<file path="src/rtl/pipe_ctrl_pkg.sv">
// Shared types and widths for the RV32 pipeline sequencer.
package pipe_ctrl_pkg;

   typedef enum logic [1:0] {BOOT, RUN, LDUSE, HALT} pipe_state_e;

   localparam int unsigned REG_IDX_W = 5;
   localparam int unsigned PERF_W    = 32;

   function automatic int unsigned cnt_width(input int unsigned max_cnt);
      return (max_cnt < 1) ? 1 : $clog2(max_cnt + 1);
   endfunction

   // Wide enough for the largest legal LOAD_STALL; modules widen further if needed.
   localparam int unsigned CNT_W = cnt_width(7);

endpackage

</file>
<file path="src/rtl/pipe_ctrl_if.sv">
// Decode/EX-side bundle for the pipeline sequencer: hazard inputs, controls, perf counters.
interface pipe_ctrl_if;
   import pipe_ctrl_pkg::*;

   logic [REG_IDX_W-1:0] dec_rs1;
   logic [REG_IDX_W-1:0] dec_rs2;
   logic                 dec_use_rs1;
   logic                 dec_use_rs2;
   logic                 ex_valid;
   logic                 ex_mem_read;
   logic [REG_IDX_W-1:0] ex_rd;
   logic                 ex_br_taken;
   logic                 halt_req;
   logic                 stall;
   logic                 flush_fd;
   logic                 flush_de;
   logic                 halted;
   logic [PERF_W-1:0]    perf_cycles;
   logic [PERF_W-1:0]    perf_stalls;
   logic [PERF_W-1:0]    perf_flushes;

   modport master (
      output dec_rs1, dec_rs2, dec_use_rs1, dec_use_rs2,
      output ex_valid, ex_mem_read, ex_rd, ex_br_taken, halt_req,
      input  stall, flush_fd, flush_de, halted,
      input  perf_cycles, perf_stalls, perf_flushes
   );

   modport slave (
      input  dec_rs1, dec_rs2, dec_use_rs1, dec_use_rs2,
      input  ex_valid, ex_mem_read, ex_rd, ex_br_taken, halt_req,
      output stall, flush_fd, flush_de, halted,
      output perf_cycles, perf_stalls, perf_flushes
   );

endinterface

</file>
<file path="src/rtl/pipe_ctrl_hazard_detect.sv">
// Load-use hazard compare between the decode operands and the load sitting in EX.
module pipe_ctrl_hazard_detect
   import pipe_ctrl_pkg::*;
(
   input  logic [REG_IDX_W-1:0] dec_rs1_i,
   input  logic [REG_IDX_W-1:0] dec_rs2_i,
   input  logic                 dec_use_rs1_i,
   input  logic                 dec_use_rs2_i,
   input  logic                 ex_valid_i,
   input  logic                 ex_mem_read_i,
   input  logic [REG_IDX_W-1:0] ex_rd_i,
   output logic                 hazard_o
);

   logic rs1_match;
   logic rs2_match;

   assign rs1_match = dec_use_rs1_i && (dec_rs1_i == ex_rd_i);
   assign rs2_match = dec_use_rs2_i && (dec_rs2_i == ex_rd_i);

   // x0 is hardwired to zero, so a load targeting it never creates a dependency.
   assign hazard_o = ex_valid_i && ex_mem_read_i && (ex_rd_i != '0) && (rs1_match || rs2_match);

endmodule

</file>
<file path="src/rtl/pipe_ctrl.sv">
// Pipeline sequencer: boot hold, load-use interlock, branch flush and halt/drain.
// Define PIPE_CTRL_PERF_EN to build the cycle/stall/flush performance counters.
module pipe_ctrl
   import pipe_ctrl_pkg::*;
#(
   parameter int unsigned BOOT_CYCLES  = 4,
   parameter int unsigned LOAD_STALL   = 1,
   parameter int unsigned DRAIN_CYCLES = 3
) (
   input  logic        clk,
   input  logic        rstn,
   pipe_ctrl_if.slave  bus
);

   localparam int unsigned MaxCnt = (BOOT_CYCLES > LOAD_STALL) ?
                                    ((BOOT_CYCLES > DRAIN_CYCLES) ? BOOT_CYCLES : DRAIN_CYCLES) :
                                    ((LOAD_STALL > DRAIN_CYCLES) ? LOAD_STALL : DRAIN_CYCLES);
   localparam int unsigned CntW   = (cnt_width(MaxCnt) > CNT_W) ? cnt_width(MaxCnt) : CNT_W;

   pipe_state_e     state_q, state_d;
   logic [CntW-1:0] boot_cnt_q, boot_cnt_d;
   logic [CntW-1:0] ld_cnt_q, ld_cnt_d;
   logic [CntW-1:0] drain_cnt_q, drain_cnt_d;
   logic            halted_q, halted_d;
   logic            hazard;
   logic            stall, flush_fd, flush_de;
   logic            br_flush;

   pipe_ctrl_hazard_detect u_hazard_detect (
      .dec_rs1_i     (bus.dec_rs1),
      .dec_rs2_i     (bus.dec_rs2),
      .dec_use_rs1_i (bus.dec_use_rs1),
      .dec_use_rs2_i (bus.dec_use_rs2),
      .ex_valid_i    (bus.ex_valid),
      .ex_mem_read_i (bus.ex_mem_read),
      .ex_rd_i       (bus.ex_rd),
      .hazard_o      (hazard)
   );

   always_comb begin
      state_d     = state_q;
      boot_cnt_d  = boot_cnt_q;
      ld_cnt_d    = ld_cnt_q;
      drain_cnt_d = drain_cnt_q;
      stall       = 1'b0;
      flush_fd    = 1'b0;
      flush_de    = 1'b0;
      unique case (state_q)
         BOOT: begin
            stall    = 1'b1;
            flush_fd = 1'b1;
            flush_de = 1'b1;
            if (boot_cnt_q == CntW'(BOOT_CYCLES - 1)) begin
               state_d    = RUN;
               boot_cnt_d = '0;
            end else begin
               boot_cnt_d = boot_cnt_q + CntW'(1);
            end
         end
         RUN: begin
            // A taken branch squashes the dependent instruction, so it never stalls.
            if (bus.ex_br_taken) begin
               flush_fd = 1'b1;
               flush_de = 1'b1;
            end else if (hazard) begin
               stall    = 1'b1;
               flush_de = 1'b1;
               if (LOAD_STALL > 1) begin
                  state_d  = LDUSE;
                  ld_cnt_d = CntW'(1);
               end
            end else if (bus.halt_req) begin
               state_d     = HALT;
               drain_cnt_d = '0;
            end
         end
         LDUSE: begin
            if (bus.ex_br_taken) begin
               flush_fd = 1'b1;
               flush_de = 1'b1;
               state_d  = RUN;
               ld_cnt_d = '0;
            end else begin
               stall    = 1'b1;
               flush_de = 1'b1;
               if ((ld_cnt_q + CntW'(1)) == CntW'(LOAD_STALL)) begin
                  state_d  = RUN;
                  ld_cnt_d = '0;
               end else begin
                  ld_cnt_d = ld_cnt_q + CntW'(1);
               end
            end
         end
         HALT: begin
            stall    = 1'b1;
            flush_de = 1'b1;
            flush_fd = bus.ex_br_taken;
            if (drain_cnt_q != CntW'(DRAIN_CYCLES)) begin
               drain_cnt_d = drain_cnt_q + CntW'(1);
            end
            if (!bus.halt_req) begin
               state_d     = RUN;
               drain_cnt_d = '0;
            end
         end
         default: state_d = BOOT;
      endcase
      halted_d = (state_d == HALT) && (drain_cnt_d == CntW'(DRAIN_CYCLES));
   end

   always_ff @(posedge clk or negedge rstn) begin
      if (!rstn) begin
         state_q     <= BOOT;
         boot_cnt_q  <= '0;
         ld_cnt_q    <= '0;
         drain_cnt_q <= '0;
         halted_q    <= 1'b0;
      end else begin
         state_q     <= state_d;
         boot_cnt_q  <= boot_cnt_d;
         ld_cnt_q    <= ld_cnt_d;
         drain_cnt_q <= drain_cnt_d;
         halted_q    <= halted_d;
      end
   end

   assign br_flush     = bus.ex_br_taken && (state_q != BOOT);
   assign bus.stall    = stall;
   assign bus.flush_fd = flush_fd;
   assign bus.flush_de = flush_de;
   assign bus.halted   = halted_q;

`ifdef PIPE_CTRL_PERF_EN
   logic [PERF_W-1:0] perf_cycles_q, perf_cycles_d;
   logic [PERF_W-1:0] perf_stalls_q, perf_stalls_d;
   logic [PERF_W-1:0] perf_flushes_q, perf_flushes_d;

   always_comb begin
      perf_cycles_d  = perf_cycles_q + PERF_W'(1);
      perf_stalls_d  = perf_stalls_q + PERF_W'(stall && (state_q != BOOT));
      perf_flushes_d = perf_flushes_q + PERF_W'(br_flush);
   end

   always_ff @(posedge clk or negedge rstn) begin
      if (!rstn) begin
         perf_cycles_q  <= '0;
         perf_stalls_q  <= '0;
         perf_flushes_q <= '0;
      end else begin
         perf_cycles_q  <= perf_cycles_d;
         perf_stalls_q  <= perf_stalls_d;
         perf_flushes_q <= perf_flushes_d;
      end
   end

   assign bus.perf_cycles  = perf_cycles_q;
   assign bus.perf_stalls  = perf_stalls_q;
   assign bus.perf_flushes = perf_flushes_q;
`else
   logic unused_br_flush;
   assign unused_br_flush  = br_flush;
   assign bus.perf_cycles  = '0;
   assign bus.perf_stalls  = '0;
   assign bus.perf_flushes = '0;
`endif

endmodule

</file>
<file path="src/flat_wrapper.sv">
// flat-port wrapper written by rule: the top's interface ports become plain ports
module pipe_ctrl_flat import pipe_ctrl_pkg::*;
#(
   parameter int unsigned BOOT_CYCLES  = 4,
   parameter int unsigned LOAD_STALL   = 1,
   parameter int unsigned DRAIN_CYCLES = 3
)
  (clk, rstn, bus_dec_rs1, bus_dec_rs2, bus_dec_use_rs1, bus_dec_use_rs2, bus_ex_valid, bus_ex_mem_read, bus_ex_rd, bus_ex_br_taken, bus_halt_req, bus_stall, bus_flush_fd, bus_flush_de, bus_halted, bus_perf_cycles, bus_perf_stalls, bus_perf_flushes);
  pipe_ctrl_if bus_i ();
  input  logic clk;
  input  logic rstn;
  input wire logic [$bits(bus_i.dec_rs1)-1:0] bus_dec_rs1;
  input wire logic [$bits(bus_i.dec_rs2)-1:0] bus_dec_rs2;
  input wire logic [$bits(bus_i.dec_use_rs1)-1:0] bus_dec_use_rs1;
  input wire logic [$bits(bus_i.dec_use_rs2)-1:0] bus_dec_use_rs2;
  input wire logic [$bits(bus_i.ex_valid)-1:0] bus_ex_valid;
  input wire logic [$bits(bus_i.ex_mem_read)-1:0] bus_ex_mem_read;
  input wire logic [$bits(bus_i.ex_rd)-1:0] bus_ex_rd;
  input wire logic [$bits(bus_i.ex_br_taken)-1:0] bus_ex_br_taken;
  input wire logic [$bits(bus_i.halt_req)-1:0] bus_halt_req;
  output wire logic [$bits(bus_i.stall)-1:0] bus_stall;
  output wire logic [$bits(bus_i.flush_fd)-1:0] bus_flush_fd;
  output wire logic [$bits(bus_i.flush_de)-1:0] bus_flush_de;
  output wire logic [$bits(bus_i.halted)-1:0] bus_halted;
  output wire logic [$bits(bus_i.perf_cycles)-1:0] bus_perf_cycles;
  output wire logic [$bits(bus_i.perf_stalls)-1:0] bus_perf_stalls;
  output wire logic [$bits(bus_i.perf_flushes)-1:0] bus_perf_flushes;
  assign bus_i.dec_rs1 = bus_dec_rs1;
  assign bus_i.dec_rs2 = bus_dec_rs2;
  assign bus_i.dec_use_rs1 = bus_dec_use_rs1;
  assign bus_i.dec_use_rs2 = bus_dec_use_rs2;
  assign bus_i.ex_valid = bus_ex_valid;
  assign bus_i.ex_mem_read = bus_ex_mem_read;
  assign bus_i.ex_rd = bus_ex_rd;
  assign bus_i.ex_br_taken = bus_ex_br_taken;
  assign bus_i.halt_req = bus_halt_req;
  assign bus_stall = bus_i.stall;
  assign bus_flush_fd = bus_i.flush_fd;
  assign bus_flush_de = bus_i.flush_de;
  assign bus_halted = bus_i.halted;
  assign bus_perf_cycles = bus_i.perf_cycles;
  assign bus_perf_stalls = bus_i.perf_stalls;
  assign bus_perf_flushes = bus_i.perf_flushes;
  pipe_ctrl #(.BOOT_CYCLES(BOOT_CYCLES), .LOAD_STALL(LOAD_STALL), .DRAIN_CYCLES(DRAIN_CYCLES)) u_core (.clk(clk), .rstn(rstn), .bus(bus_i));
endmodule
</file>
<file path="config.mk">
export PLATFORM = sky130hd
export DESIGN_NAME = pipe_ctrl_flat
export DESIGN_NICKNAME = d
export VERILOG_FILES = /design/src/rtl/pipe_ctrl_pkg.sv /design/src/rtl/pipe_ctrl_if.sv /design/src/rtl/pipe_ctrl_hazard_detect.sv /design/src/rtl/pipe_ctrl.sv /design/src/flat_wrapper.sv
export SDC_FILE = /design/constraint.sdc
export NUM_CORES = 1
export LEC_CHECK = 0
export ABC_AREA = 1
export ABC_CLOCK_PERIOD_IN_PS = 1920
export CAP_MARGIN = 20
export CORE_MARGIN = 2
export CORE_UTILIZATION = 36
export CTS_CLUSTER_DIAMETER = 150
export DETAILED_ROUTE_END_ITERATION = 10
export HOLD_SLACK_MARGIN = 0.05
export PLACE_DENSITY = 0.89
export SLEW_MARGIN = 20
export SYNTH_ARGS = -nofsm -noshare
export SYNTH_HDL_FRONTEND = slang
export SYNTH_SLANG_ARGS = --single-unit
</file>
<file path="constraint.sdc">
create_clock -name clk -period 1.92 [get_ports clk]
set_clock_uncertainty 0.1 [all_clocks]
set_input_delay 0.384 -clock clk [delete_from_list [all_inputs] [get_ports clk]]
set_output_delay 0.384 -clock clk [all_outputs]
set_load 0.005 [all_outputs]
</file>
==> results.py, run 1 <==
metrics = {
    "worst_setup_path": {
        "cp-start-kind": "flip-flop",
        "cp_data_required_time_ns": 1.44,
        "cp-end-kind": "output pin",
        "cp_max_fo": 3,
        "crit_type": "reg2out",
        "cp_data_arrival_time_ns": 1.37,
    },
    "job": {
        "cap_violations": 0,
    },
    "detailed_routing": {
        "wl_per_cell_microns": 8.26,
        "num_vias": 1310,
        "drt_iter0_drc": 16,
        "drc": 0,
        "drt_wl_total_microns": 2910,
        "ant_nets": 0,
        "dr.pass1.iters": 4,
        "via_per_inst": 3.72,
    },
    "floorplan": {
        "die_h_microns": 73.4,
        "rows": 25,
        "ioPinCount": 123,
        "die_area_sq_um": 5380,
        "die_x_microns": 73.4,
        "core_area_sq_um": 4690,
        "start_util_pct": 36.9,
    },
    "cts": {
        "cts_tree": "done",
        "cts_buffers": 3,
        "cts.sink_count": 12,
        "root_buffer": "clkbuf_8",
        "htree_levels": 1,
        "clock_latency_ns": 0.24,
        "cts_buffer_depth": 2,
        "clkTransAtPathRegs_ns": 0.05,
        "ctsHoldBuffers": 0,
    },
    "timing": {
        "maxSlewViolCount": 0,
        "max_slew_margin_pct": 61.5,
        "grt_setup_unrepaired": "yes",
        "setup_viol": 0,
        "worstMarginPinSlew_ns": 0.576,
        "min_period_ns": 1.85,
        "tns_ns": 0,
        "final-hold-violation-count": 0,
        "whs_ns": 0.398,
        "fmax_mhz": 540,
        "setup_ws_ns": 0.0697,
        "finalCritPeriodShare_pct": 96.4,
    },
    "synth": {
        "ys_seq_elements": 12,
        "syn_area_sq_um": 1730,
        "seq_area_frac_synth_pct": 17.3,
        "yosysUniqueCellTypes": 23,
        "syn_inst": 250,
        "avgSynthCellArea_sq_um": 6.93,
        "ys_warn_count": 0,
    },
    "power": {
        "p_per_area_nw_per_um2": 890,
        "power_leakage_nw": 1.17,
        "ir_worst_vdd_v": 0.000678,
    },
    "finish": {
        "final_cells": 352,
        "n_antenna_cell": 0,
        "stdcell_area_sq_um": 1870,
        "fin_nets": 333,
        "fillers": 496,
        "syn2layout_area_growth_pct": 7.94,
        "multi_input_area_sq_um": 986,
        "layout-drive-gt1-share_pct": 21.5,
        "seq_area_sq_um": 300,
    },
    "global_route": {
        "antenna_found_initial": 0,
        "grt-ovfl-total": 0,
        "grt_first_pass_wirelength_microns": 4240,
        "grt_pass1_vias": 1049,
        "grt_max_degree": 13,
        "grt_usage_pct": 9.87,
    },
    "place": {
        "placed_area_sq_um": 1820,
        "io_buffers": 26,
        "dp_hpwl_microns": 2480,
        "dpl.cell_count": 345,
        "dp_slack_ns": -0.765,
        "gp_congestion": 0.865,
    },
    "hold_path": {
        "hold_class": "reg2reg",
    },
    "run_status": {
        "status": "complete, no violations",
    },
}
==> per-layer routing <==
| metal | vias up | routed length, microns | part of all wire [%] | GRT usage (%) |
|---|---|---|---|---|
| met5 | - | 0 | 0 | 0 |
| met4 | 0 | 6 | 0.21 | 0.606 |
| met3 | 2 | 215 | 7.4 | 2.61 |
| met2 | 68 | 1570 | 54 | 18.6 |
| met1 | 578 | 1120 | 38 | 11.7 |
| li1 | 662 | - | - | - |
==> layout make-up <==
cell class	count	share of cell area, %
Multi-Input combinational cell	205	52.7
Inverter	32	6.42
Timing Repair Buffer	46	19.0
Clock buffer	3	2.21
Tap cell	54	3.61
Sequential cell	12	16.1
==> state kept, by name, summed over array words and instances, names as in the netlist <==
signal              count
u_core.state_q          2
u_core.bus.halted       1
u_core.boot_cnt_q       3
u_core.ld_cnt_q         3
u_core.drain_cnt_q      3
==> cell families (layout without fill, tap and decap cells) <==
kind of cell	count (synthesis)	in the layout	synth area share (%)
buffers and inverters	128	81	48.5
and+or+nand+nor	83	83	20.4
AOI/OAI and AO/OA	14	14	5.13
DFF	12	12	17.3
adders and majority gates	10	10	7.22
other	1	96	0.216
xor gates and xnor gates	1	1	0.506
muxes	1	1	0.650
==> power by group <==
group,switching [mW],internal [mW]
combinational,0.561,0.485
clock,0.0841,0.138
sequential,0.0586,0.338
total,0.704,0.960
==> synthesized netlist by cell type (all sizes together) <==
library cell / instances / share of area, %
nand4: 1 / 0.36
nand3: 9 / 3.3
a21oi: 5 / 2.3
inv: 32 / 6.9
nand2: 54 / 12
o21a: 1 / 0.43
xor2: 1 / 0.51
buf: 96 / 42
nor3: 1 / 0.29
ha: 10 / 7.2
mux2: 1 / 0.65
conb: 1 / 0.22
dfrtp: 12 / 17
o21ai: 7 / 2.0
a31oi: 1 / 0.36
nor2: 18 / 4.2
==> per-stage QoR <==
stage | total power [mW] | util (%)
6_report | 1.66 | 39.9
5_1_grt | 1.83 | 39.9
4_1_cts | 1.61 | 39.7
3_5_place_dp | 1.36 | 38.7
3_3_place_gp | 1.31 | 38.7
2_1_floorplan | 1.10 | -
==> cells in the final DEF (no fill, tap or decap), types with 2 or more instances in the layout <==
master           Yosys  final
conb_1               1     96
nand2_1             52     52
inv_1               24     20
buf_4               96     18
nor2_1              16     13
inv_2                8     12
dfrtp_1             12     12
ha_1                10      8
clkbuf_2             0      8
nand3_1              8      7
o21ai_0              7      6
buf_2                0      5
dlygate4sd2_1        0      4
buf_6                0      4
nor2_2               2      3
a21oi_1              3      3
clkbuf_8             0      3
clkdlybuf4s50_1      0      3
nor2_4               0      2
clkdlybuf4s15_1      0      2
dlymetal6s2s_1       0      2
==> critical path, stage by stage, from the launching register on <==
cell and delay [ns]:
dfrtp_1 0.36, inv_2 0.06, buf_6 0.12, ha_1 0.26, nand2_1 0.05, o21a_1 0.15, buf_2 0.12
==> repair_timing <==
item	CTS	global route
cloned	0	0
endpoints found under the setup margin	5	3
resized for setup	49	32
pin swaps	17	22
buffers inserted	4	0
==> worst paths after layout <==
kind	start	end	slack, ns	depth (start not counted)
max	u_core.state_q[0]$_DFF_PN0_	bus_stall	0.07	6
min	u_core.boot_cnt_q[2]$_DFFE_PN0N_	u_core.boot_cnt_q[2]$_DFFE_PN0N_	0.40	2
max in group asynchronous	rstn	u_core.drain_cnt_q[0]$_DFF_PN0_	0.92	1
min in group asynchronous	rstn	u_core.boot_cnt_q[2]$_DFFE_PN0N_	0.42	1
max reg2reg	u_core.state_q[0]$_DFF_PN0_	u_core.bus.halted$_DFF_PN0_	0.23	14
min reg2reg	u_core.boot_cnt_q[2]$_DFFE_PN0N_	u_core.boot_cnt_q[2]$_DFFE_PN0N_	0.40	2
Power figures use the tool's default switching activity.
==> run 2: changes to the inputs <==
ABC_CLOCK_PERIOD_IN_PS = 1900   (was 1920)
SLEW_MARGIN = 25   (was 20)
clock period = 1.9 ns   (was 1.92 ns; I/O delays follow)
==> results.py, run 2 (synthesized netlist as in run 1, its figures left out) <==
metrics = {
    "run_status": {
        "status": "complete, no violations",
    },
    "worst_setup_path": {
        "crit_chain": "buf_2 -> buf_4 -> nor2_4 -> nand4_1 -> nand3_2 -> inv_2 -> nand2_2 -> buf_6 -> nand3_1 -> buf_2",
        "cp_common_cell": "buf_2",
        "cp-end-kind": "output pin",
        "crit_type": "in2out",
        "cp_max_fo": 4,
        "ff2ff_path_depth": 10,
        "worst-path-buf-inv": 5,
        "cp_data_required_time_ns": 1.42,
        "path_delay_family": "buffers and inverters",
        "cp_data_arrival_time_ns": 1.36,
        "slowest_delay_ns": 0.14,
        "cp-start-kind": "input port",
        "cp_num_cells": 10,
        "crit_slowest_cell": "buf_4",
    },
    "power": {
        "p_per_area_nw_per_um2": 883,
        "ir_worst_vdd_v": 0.000702,
        "power_leakage_nw": 1.16,
        "internal_power_mw": 0.935,
        "pwr-share-seq_pct": 24.5,
        "power_switching_share_pct": 42.8,
        "clock_power_share_pct": 13.5,
        "p_switching_mw": 0.700,
        "p_comb_share_pct": 62.0,
    },
    "floorplan": {
        "core_area_sq_um": 4690,
        "die_x_microns": 73.4,
        "ioPinCount": 123,
        "die_area_sq_um": 5380,
        "die_h_microns": 73.4,
        "rows": 25,
        "start_util_pct": 36.9,
    },
    "timing": {
        "fmax_mhz": 545,
        "maxSlewViolCount": 0,
        "min_period_ns": 1.84,
        "worstMarginPinSlew_ns": 0.563,
        "max_slew_margin_pct": 62.3,
        "finalCritPeriodShare_pct": 96.6,
        "final-hold-violation-count": 0,
        "setup_ws_ns": 0.0642,
        "setup_viol": 0,
    },
    "finish": {
        "top_regs": "u_core.boot_cnt_q (3), u_core.drain_cnt_q (3), u_core.ld_cnt_q (3)",
        "layout-drive-gt1-share_pct": 21.6,
        "stdcell_area_sq_um": 1850,
        "n_antenna_cell": 0,
        "final_cell_mix": "conb_1 (96), nand2_1 (52), inv_1 (20)",
        "layout_commonest_cell": "conb_1",
        "fin_nets": 331,
        "syn2layout_area_growth_pct": 6.79,
        "final_cells": 350,
    },
    "detailed_routing": {
        "wl_per_cell_microns": 8.30,
        "dr.pass1.iters": 4,
        "num_vias": 1314,
        "ant_nets": 0,
        "drc": 0,
        "via_per_inst": 3.75,
        "drt_wl_total_microns": 2900,
        "drt_iter0_drc": 14,
    },
    "hold_path": {
        "hold_class": "reg2reg",
        "worstHoldPathCells": 2,
    },
    "place": {
        "io_buffers": 26,
        "dp_hpwl_microns": 2490,
        "dp_slack_ns": -0.777,
        "dpl.cell_count": 345,
        "gp_congestion": 0.865,
        "placed_area_sq_um": 1820,
    },
    "global_route": {
        "grt_first_pass_wirelength_microns": 4260,
        "grt_max_degree": 13,
        "grt-ovfl-total": 0,
        "grt_usage_pct": 9.93,
        "antenna_found_initial": 0,
        "grt_pass1_vias": 1055,
    },
    "cts": {
        "htree_levels": 1,
        "clkTransAtPathRegs_ns": 0.05,
        "clock_latency_ns": 0.23,
        "cts_buffer_depth": 2,
        "cts.sink_count": 12,
        "cts_tree": "done",
        "root_buffer": "clkbuf_8",
        "cts_buffers": 3,
    },
    "job": {
        "cap_violations": 0,
    },
}
## run 2: changes by cell type in the layout (fill, tap and decap cells not counted), sizes merged
cell / before / now
clkbuf: 11 / 12
clkdlybuf4s15: 2 / 0
buf: 27 / 26
## run 2: metrics by stage
step                        TNS, ns  total power [mW]  hold WS, ns  utilization [%]
after floorplan                   0              1.11      -0.0156                -
after global placement        -2.57              1.32        0.387             38.7
after detailed placement      -2.67              1.37        0.395             38.7
after CTS                   -0.0242              1.63        0.403             39.7
after global routing      -0.000531              1.80        0.421             39.4
final                             0              1.63        0.398             39.4
## run 2: repair_timing
item	CTS	global route
hold buffers	0	0
setup buffers	4	0
gates resized for setup	49	35
pin swaps	17	24
setup endpoints to repair	5	3
## run 2: area by class of cell
class,count,area [sq um]
clock buffer,3,41.3
fill,498,2840
inverter,32,120
multi-input combinational,205,986
sequential,12,300
tap,54,67.6
timing repair buffer,44,335
## run 2: path summary, 6_finish.rpt
path                                                        from                          endpoint  slack, ns
worst max-delay path                                bus_ex_rd[1]                      bus_flush_de       0.06
worst min-delay path            u_core.boot_cnt_q[2]$_DFFE_PN0N_  u_core.boot_cnt_q[2]$_DFFE_PN0N_       0.40
worst max register to register       u_core.state_q[0]$_DFF_PN0_       u_core.bus.halted$_DFF_PN0_       0.18
worst min register to register  u_core.boot_cnt_q[2]$_DFFE_PN0N_  u_core.boot_cnt_q[2]$_DFFE_PN0N_       0.40
max in group asynchronous                                   rstn   u_core.drain_cnt_q[0]$_DFF_PN0_       0.92
min in group asynchronous                                   rstn    u_core.ld_cnt_q[2]$_DFFE_PN0P_       0.41
## run 2: routing by layer
metal / track usage (%) / vias up / routed length (microns)
met4: 0.606 / 0 / 0
met3: 2.61 / 0 / 214
li1: - / 655 / -
met2: 18.8 / 71 / 1590
met1: 11.7 / 588 / 1100
met5: 0 / - / 0
## run 2: worst reg2reg max path, delay by kind of cell, from the launching register on
kind	cells	cell delay [ns]
DFF	1	0.39
and+or+nand+nor	5	0.53
AOI/OAI and AO/OA	1	0.07
buffers and inverters	3	0.34
adders and majority gates	1	0.22
## run 2: power by group through the flow
| stage | sequential (mW) | clock (mW) | combinational, mW |
|---|---|---|---|
| after global routing | 0.412 | 0.242 | 1.15 |
| after CTS | 0.399 | 0.233 | 0.995 |
| final | 0.401 | 0.221 | 1.01 |
| after global placement | 0.403 | 0 | 0.920 |
| after floorplan | 0.397 | 0 | 0.715 |
| after detailed placement | 0.411 | 0 | 0.960 |
